$ cat src/rtl/mix_vga_ramp_control.sv
// VGA gain control: clamps a requested level, then applies it immediately or
// slews one LSB per prescaled tick, driving a registered thermometer code.
module mix_vga_ramp_control #(
   parameter  int IN_WIDTH  = 3,
   parameter  int OUT_WIDTH = 6,
   parameter  int STEP_DIV  = 16,
   localparam int LVL_W     = $clog2(OUT_WIDTH + 1)
) (
   input  logic                 clk,
   input  logic                 rstn,
   input  logic [IN_WIDTH-1:0]  vga_control_in,
   input  logic                 load,
   input  logic                 ramp_en,
   output logic [OUT_WIDTH-1:0] vga_control_out,
   output logic [LVL_W-1:0]     level,
   output logic                 busy,
   output logic                 done
);

   localparam int PRE_W = (STEP_DIV > 1) ? $clog2(STEP_DIV) : 1;

   logic [LVL_W-1:0]     level_q, level_d;
   logic [LVL_W-1:0]     target_q, target_d;
   logic                 mode_q, mode_d;
   logic [PRE_W-1:0]     presc_q, presc_d;
   logic [OUT_WIDTH-1:0] therm_q, therm_d;
   logic                 busy_q, busy_d;
   logic                 done_q, done_d;
   logic [LVL_W-1:0]     clamp_lvl;

   always_comb begin
      if (int'(vga_control_in) > OUT_WIDTH) clamp_lvl = LVL_W'(OUT_WIDTH);
      else                                  clamp_lvl = LVL_W'(vga_control_in);
   end

   always_comb begin
      level_d  = level_q;
      target_d = target_q;
      mode_d   = mode_q;
      presc_d  = '0;
      done_d   = 1'b0;

      if (load) begin
         // Load wins over a coincident tick: the step is dropped, not deferred.
         target_d = clamp_lvl;
         mode_d   = ramp_en;
         if (!ramp_en) level_d = clamp_lvl;
         done_d   = (level_d == target_d);
      end else if (mode_q && (level_q != target_q)) begin
         if (presc_q == PRE_W'(STEP_DIV - 1)) begin
            level_d = (level_q < target_q) ? level_q + LVL_W'(1) : level_q - LVL_W'(1);
         end else begin
            presc_d = presc_q + PRE_W'(1);
         end
         done_d = (level_d == target_q);
      end

      busy_d = (level_d != target_d);

      therm_d = '0;
      for (int i = 0; i < OUT_WIDTH; i++) therm_d[i] = (i < int'(level_d));
   end

   always_ff @(posedge clk or negedge rstn) begin
      if (!rstn) begin
         level_q  <= '0;
         target_q <= '0;
         mode_q   <= 1'b0;
         presc_q  <= '0;
         therm_q  <= '0;
         busy_q   <= 1'b0;
         done_q   <= 1'b0;
      end else begin
         level_q  <= level_d;
         target_q <= target_d;
         mode_q   <= mode_d;
         presc_q  <= presc_d;
         therm_q  <= therm_d;
         busy_q   <= busy_d;
         done_q   <= done_d;
      end
   end

   assign vga_control_out = therm_q;
   assign level           = level_q;
   assign busy            = busy_q;
   assign done            = done_q;

endmodule

$ cat config.mk
export PLATFORM = sky130hd
export DESIGN_NAME = mix_vga_ramp_control
export DESIGN_NICKNAME = d
export VERILOG_FILES = /design/src/rtl/mix_vga_ramp_control.sv
export SDC_FILE = /design/constraint.sdc
export NUM_CORES = 1
export LEC_CHECK = 0
export BUFFER_PORTS_ARGS = -buffer_cell sky130_fd_sc_hd__buf_2
export CORE_ASPECT_RATIO = 1.5
export CORE_MARGIN = 8
export CORE_UTILIZATION = 60
export DETAILED_ROUTE_END_ITERATION = 8
export PLACE_DENSITY = 0.83
export SYNTH_ARGS = -nofsm -noshare
export SYNTH_HDL_FRONTEND = slang
export SYNTH_SLANG_ARGS = --single-unit
$ cat constraint.sdc
create_clock -name clk -period 5.1 [get_ports clk]
set_input_delay 1.02 -clock clk [delete_from_list [all_inputs] [get_ports clk]]
set_output_delay 1.02 -clock clk [all_outputs]
set_load 0.01 [all_outputs]
Yosys cells after proc, flatten, opt, wreduce, memory -nomap -nowiden:

Index checks and enable logic that the tools add are counted.

* bits in registers: 19
* input bits: 7
* output and inout port bits: 11
* word-level logic and storage cells: 39

* add/subtract/negate cells: 3
* order comparisons: 8
* equal/unequal tests: 5
* muxes and demuxes: 15
* reductions and logical operators: 1

Operators by type and width (count)
* $mux W3: 10
* $mux W4: 3
* $eq A3 B3 Y1: 2
* $lt A1 B3 Y1 const A: 2
* $lt A2 B3 Y1 const A: 2
* $lt A3 B3 Y1 const A: 2
* $ne A3 B3 Y1: 2
* $add A4 B1 Y4 const B: 1
* $eq A4 B4 Y1 const B: 1
* $add A3 B1 Y3 const B: 1
* $gt A3 B3 Y1 const B: 1
* $lt A3 B3 Y1: 1
* $sub A3 B1 Y3 const B: 1
* $mux W1: 2
* $logic_and A1 B1 Y1: 1

Longest topological paths before layout:

* depth after elaboration: 8
* depth in mapped cells: 11
* gate-level depth less buffers: 10

Least setup slack after synthesis:

No wires, ideal clock.

* kind: reg-to-reg
* start point: register level_q[0], in the netlist level[0]
* end point: register therm_q[2], in the netlist vga_control_out[2]
* library setup time: 0.155 ns
* data arrival time: 2.553 ns
* data required time: 4.945 ns
* slack: 2.392 ns
* stages on the path, launching flop included: 12
* buffers on the path: 1
* period minus slack after synthesis: 2.708 ns
* cells stage by stage: dfrtp_1 clkbuf_8 inv_1 ha_1 and3b_1 or2_2 inv_1 fa_1 or3_4 nand3_1 nor3b_1 o21ai_0

* word-level cells in the longest chain between the ends: 8
* elaborated cells between the ends (all ways): 14
* classes of those cells: add/sub (2); order compare (2); eq/ne (1); mux (8); reduce/logical (1)

RTL lines
* start, declared: line 22 `logic [LVL_W-1:0] level_q, level_d;`
* start signal, assigned: line 74 `level_q <= level_d;`
* $sub A3 B1 Y3, or another cell as far along: line 51 `level_d = (level_q < target_q) ? level_q + LVL_W'(1) : level_q - LVL_W'(1);`
* $mux W3: line 51
* $mux W3: line 50 `if (presc_q == PRE_W'(STEP_DIV - 1)) begin`
* $mux W3: line 49 `end else if (mode_q && (level_q != target_q)) begin`
* $mux W3: line 43 `if (load) begin`
* $mux W3: line 49
* $mux W3 *: line 43
* $lt A2 B3 Y1 *: line 61 `for (int i = 0; i < OUT_WIDTH; i++) therm_d[i] = (i < int'(level_d));`
* net therm_d[2]: line 26 `logic [OUT_WIDTH-1:0] therm_q, therm_d;`
* end signal, assigned: line 78 `therm_q <= therm_d;`
* end, declared: line 26

Mark *: on every way through the listed nets, which the timed path passes. The rest lies on a longest branch. The select of a mux whose other input is x is not followed.
A chain may end at the register's enable or synchronous reset.

Worst setup path in the final report:

* start point: register level_q[0], in the netlist level[0]
* end point: register therm_q[4], in the netlist vga_control_out[4]

* word-level cells in the longest chain between the ends: 8
* elaborated cells between the ends (all ways): 14
* classes of those cells: add/sub (2); order compare (2); eq/ne (1); mux (8); reduce/logical (1)

RTL lines (line)
* $sub A3 B1 Y3, or another cell as far along: 51
* $mux W3: 51
* $mux W3: 50
* $mux W3: 49
* $mux W3: 43
* $mux W3: 49
* $mux W3 *: 43
* $lt A3 B3 Y1 *: 61
* net therm_d[4]: 26

Marked as above.

==> metrics <==
run status complete, no violations; Final Slew Violations 0; Min-Delay Startpoint presc_q[0]$_DFF_PN0_; placed instance area 1217 um^2; FMAX 0.3198 GHz; Synth top area share 37.58%; hold depth 1; delay-heaviest family, CP simple AND/OR/NAND/NOR gates; CTS tree built; Critical path origin level[0]$_DFF_PN0_; dpl hpwl 1944 um; Die ar. 3714 um^2; Hold Buf Count CTS 0; Slowest-stage cell, CP a2111oi_0; Mapped Avg Cell Area 9.513 um^2; Final Wtd Congestion 0.8709; clk root buf clkbuf_4; Worst-Margin Slew 621.3 ps; Initial DRC Count 28; pwr dens 354.9 nW/um^2; switching share of power 38.43%; Clock Tree Buf Depth 2; Fin. Hold Viols 0; Worst-Skew Late Latency 290 ps; P_int 0.2709 mW; cell mode on critical path inv_1; Seq/Total Area, Yosys 37.58%; Yosys top cell by area dfrtp_1; initial antenna violation count 0; Hold Path Class reg2reg; most common cell after layout, fill and taps aside dfrtp_1; Distinct cells, synth 43; Switch Pwr 0.1691 mW; drt first pass iters 4; drt via density 5.924; Setup Fix Bufs, Post-CTS 0; Final Setup Violations 0; GRT overflow 0; Synth async-reset ratio 100.0%; crit path capture type flop; area grow syn2layout 3.445%; Worst R2R End vga_control_out[4]$_DFF_PN0_; Core Rows 20; Data required, critical path 5320 ps; Final nets 150; top post-synthesis cells by area dfrtp_1 38%, xor2_1 4.4%, ha_1 4.2%; critical path launch point type flop; dpl ws 2078 ps; CP max FO 9; Critical Path AT 3350 ps; Sinks on Clock Net 18; Syn Std Cell Area 1199 um^2; Post-synth top flop dfrtp_1; Post-Syn Nets 138; Worst Hold End presc_q[0]$_DFF_PN0_; CP bufs+invs 2; Slew HR 58.14%; Initial Utilization 61.41%; All-Layer GR Usage 14.41%; vias in the first global route 926; Core Box Area 1952 um^2; setup total negative slack 0 ps; Cells after Synth 126; IO Count 18; Vias 936; synth warn 0; worst reg-to-reg setup slack 1970 ps; final wirelength 2566 um; final setup margin 1974 ps; RSZ-0062 raised after global routing no; Wirelength per Cell 16.24 um; Post-synth EDFFs 0; Tmin final 3126 ps; layout cells sized above 1 20.59%; Leak 0.5821 nW; port bufs 17; Comb pwr share 40.9%; slowest stage delay, CP 550 ps; max cap viols 0; period utilization 61.30%; H-tree depth 1; power share of the sequential group 43.1%; Power Total 0.4400 mW; clk slew on worst S/H paths 100 ps; most frequent cells in the layout 18 x dfrtp_1, 17 x buf_2, 11 x inv_1, 8 x nand2_1, 7 x o21ai_0; first-pass GRT wire length 4264 um; flops & latches, synth 18; Design Area, Final 1240 um^2; clock skew 3.153 ps; Clk pwr share 16.0%; number of routed nets with antenna violations 0; post_cts resized 0; VDD IR max 247.0 uV; die width 52.50 um; die height 70.74 um; FF-to-FF path depth 10; ANT cells 0; CP cell instances inv_1 > ha_1 > and3b_1 > or2_2 > inv_1 > fa_1 > or3_4 > a2111oi_0 > nor3b_1 > a21oi_1; DRC 0; CP Class reg2reg; reg2reg start level[0]$_DFF_PN0_; largest net degree at the start of global routing 21; CTS Buf Count 3
## layer usage
| layer | wire (um) | part of all wire, % | track usage (%) | vias up |
|---|---|---|---|---|
| met2 | 1426 | 56 | 26.09 | 21 |
| met5 | 0 | 0 | 0 | - |
| li1 | - | - | - | 462 |
| met3 | 71 | 2.8 | 2.725 | 8 |
| met4 | 57 | 2.2 | 5.491 | 0 |
| met1 | 1010 | 39 | 15.32 | 445 |
## layout make-up
| cell class | instances | area (um^2) |
|---|---|---|
| Fill cell | 167 | 711.9 |
| Multi-Input combinational cell | 87 | 613.1 |
| Sequential cell | 18 | 450.4 |
| Timing Repair Buffer | 17 | 85.08 |
| Inverter | 11 | 41.29 |
| Tap cell | 22 | 27.53 |
| Clock buffer | 3 | 22.52 |
## how the worst max path moves through the flow
stage	end	cells past startpoint
after detailed placement	vga_control_out[4]$_DFF_PN0_	10
after floorplan	vga_control_out[2]$_DFF_PN0_	11
after CTS	vga_control_out[4]$_DFF_PN0_	10
final	vga_control_out[4]$_DFF_PN0_	10
after global placement	vga_control_out[2]$_DFF_PN0_	9
after global routing	vga_control_out[2]$_DFF_PN0_	10
## worst register-to-register path: stages (launching register included)
cell and delay (ps):
dfrtp_1 520, inv_1 150, ha_1 230, and3b_1 250, or2_2 120, inv_1 40
fa_1 390, or3_4 430, a2111oi_0 550, nor3b_1 210, a21oi_1 170
## cells by family (layout without fill, tap and decap cells)
kind of cell	after synthesis	after routing	share of synthesized area, %
compound gates	27	27	15.14
mux	4	4	3.549
flops	18	18	37.58
simple gates	42	42	20.04
buf+inv	21	31	11.27
xor+xnor	9	9	6.577
fa+ha+maj	5	5	5.846
## cell usage after synthesis (2+ instances only)
master	count
clkbuf_1	3
a21boi_0	2
a21oi_1	4
o21ai_0	7
clkbuf_8	3
xor2_1	6
nand3b_1	2
dfrtp_1	18
mux2_2	2
or4_1	2
nor3_1	4
and3_1	2
nand2_1	8
nor2b_1	2
mux2i_1	2
nand3_1	6
xnor2_1	3
buf_6	3
a31oi_1	4
nor2_1	5
nand4_1	2
a22o_1	2
inv_1	11
ha_1	4
## power by group through the flow
stage,clock [mW],combinational [mW],sequential [mW]
global route,0.0781,0.201,0.192
finish,0.0706,0.180,0.190
global placement,0,0.173,0.190
CTS,0.0713,0.179,0.190
detailed placement,0,0.178,0.192
floorplan,0,0.139,0.191
## state kept, by name, indices dropped and copies added, names as in the netlist
| name | count |
|---|---|
| busy | 1 |
| done | 1 |
| level | 2 |
| mode_q | 1 |
| presc_q | 4 |
| target_q | 3 |
| vga_control_out | 6 |
## stage by stage
stage                     hold WS, ps  instances  utilization, %
after floorplan                 438.9        126               -
after global placement          465.9        155           62.37
after detailed placement        474.7        155           62.37
after CTS                       487.8        158           63.53
after global routing            504.3        158           63.53
final                           482.9        158           63.53
(Power assumes the default switching activity.)
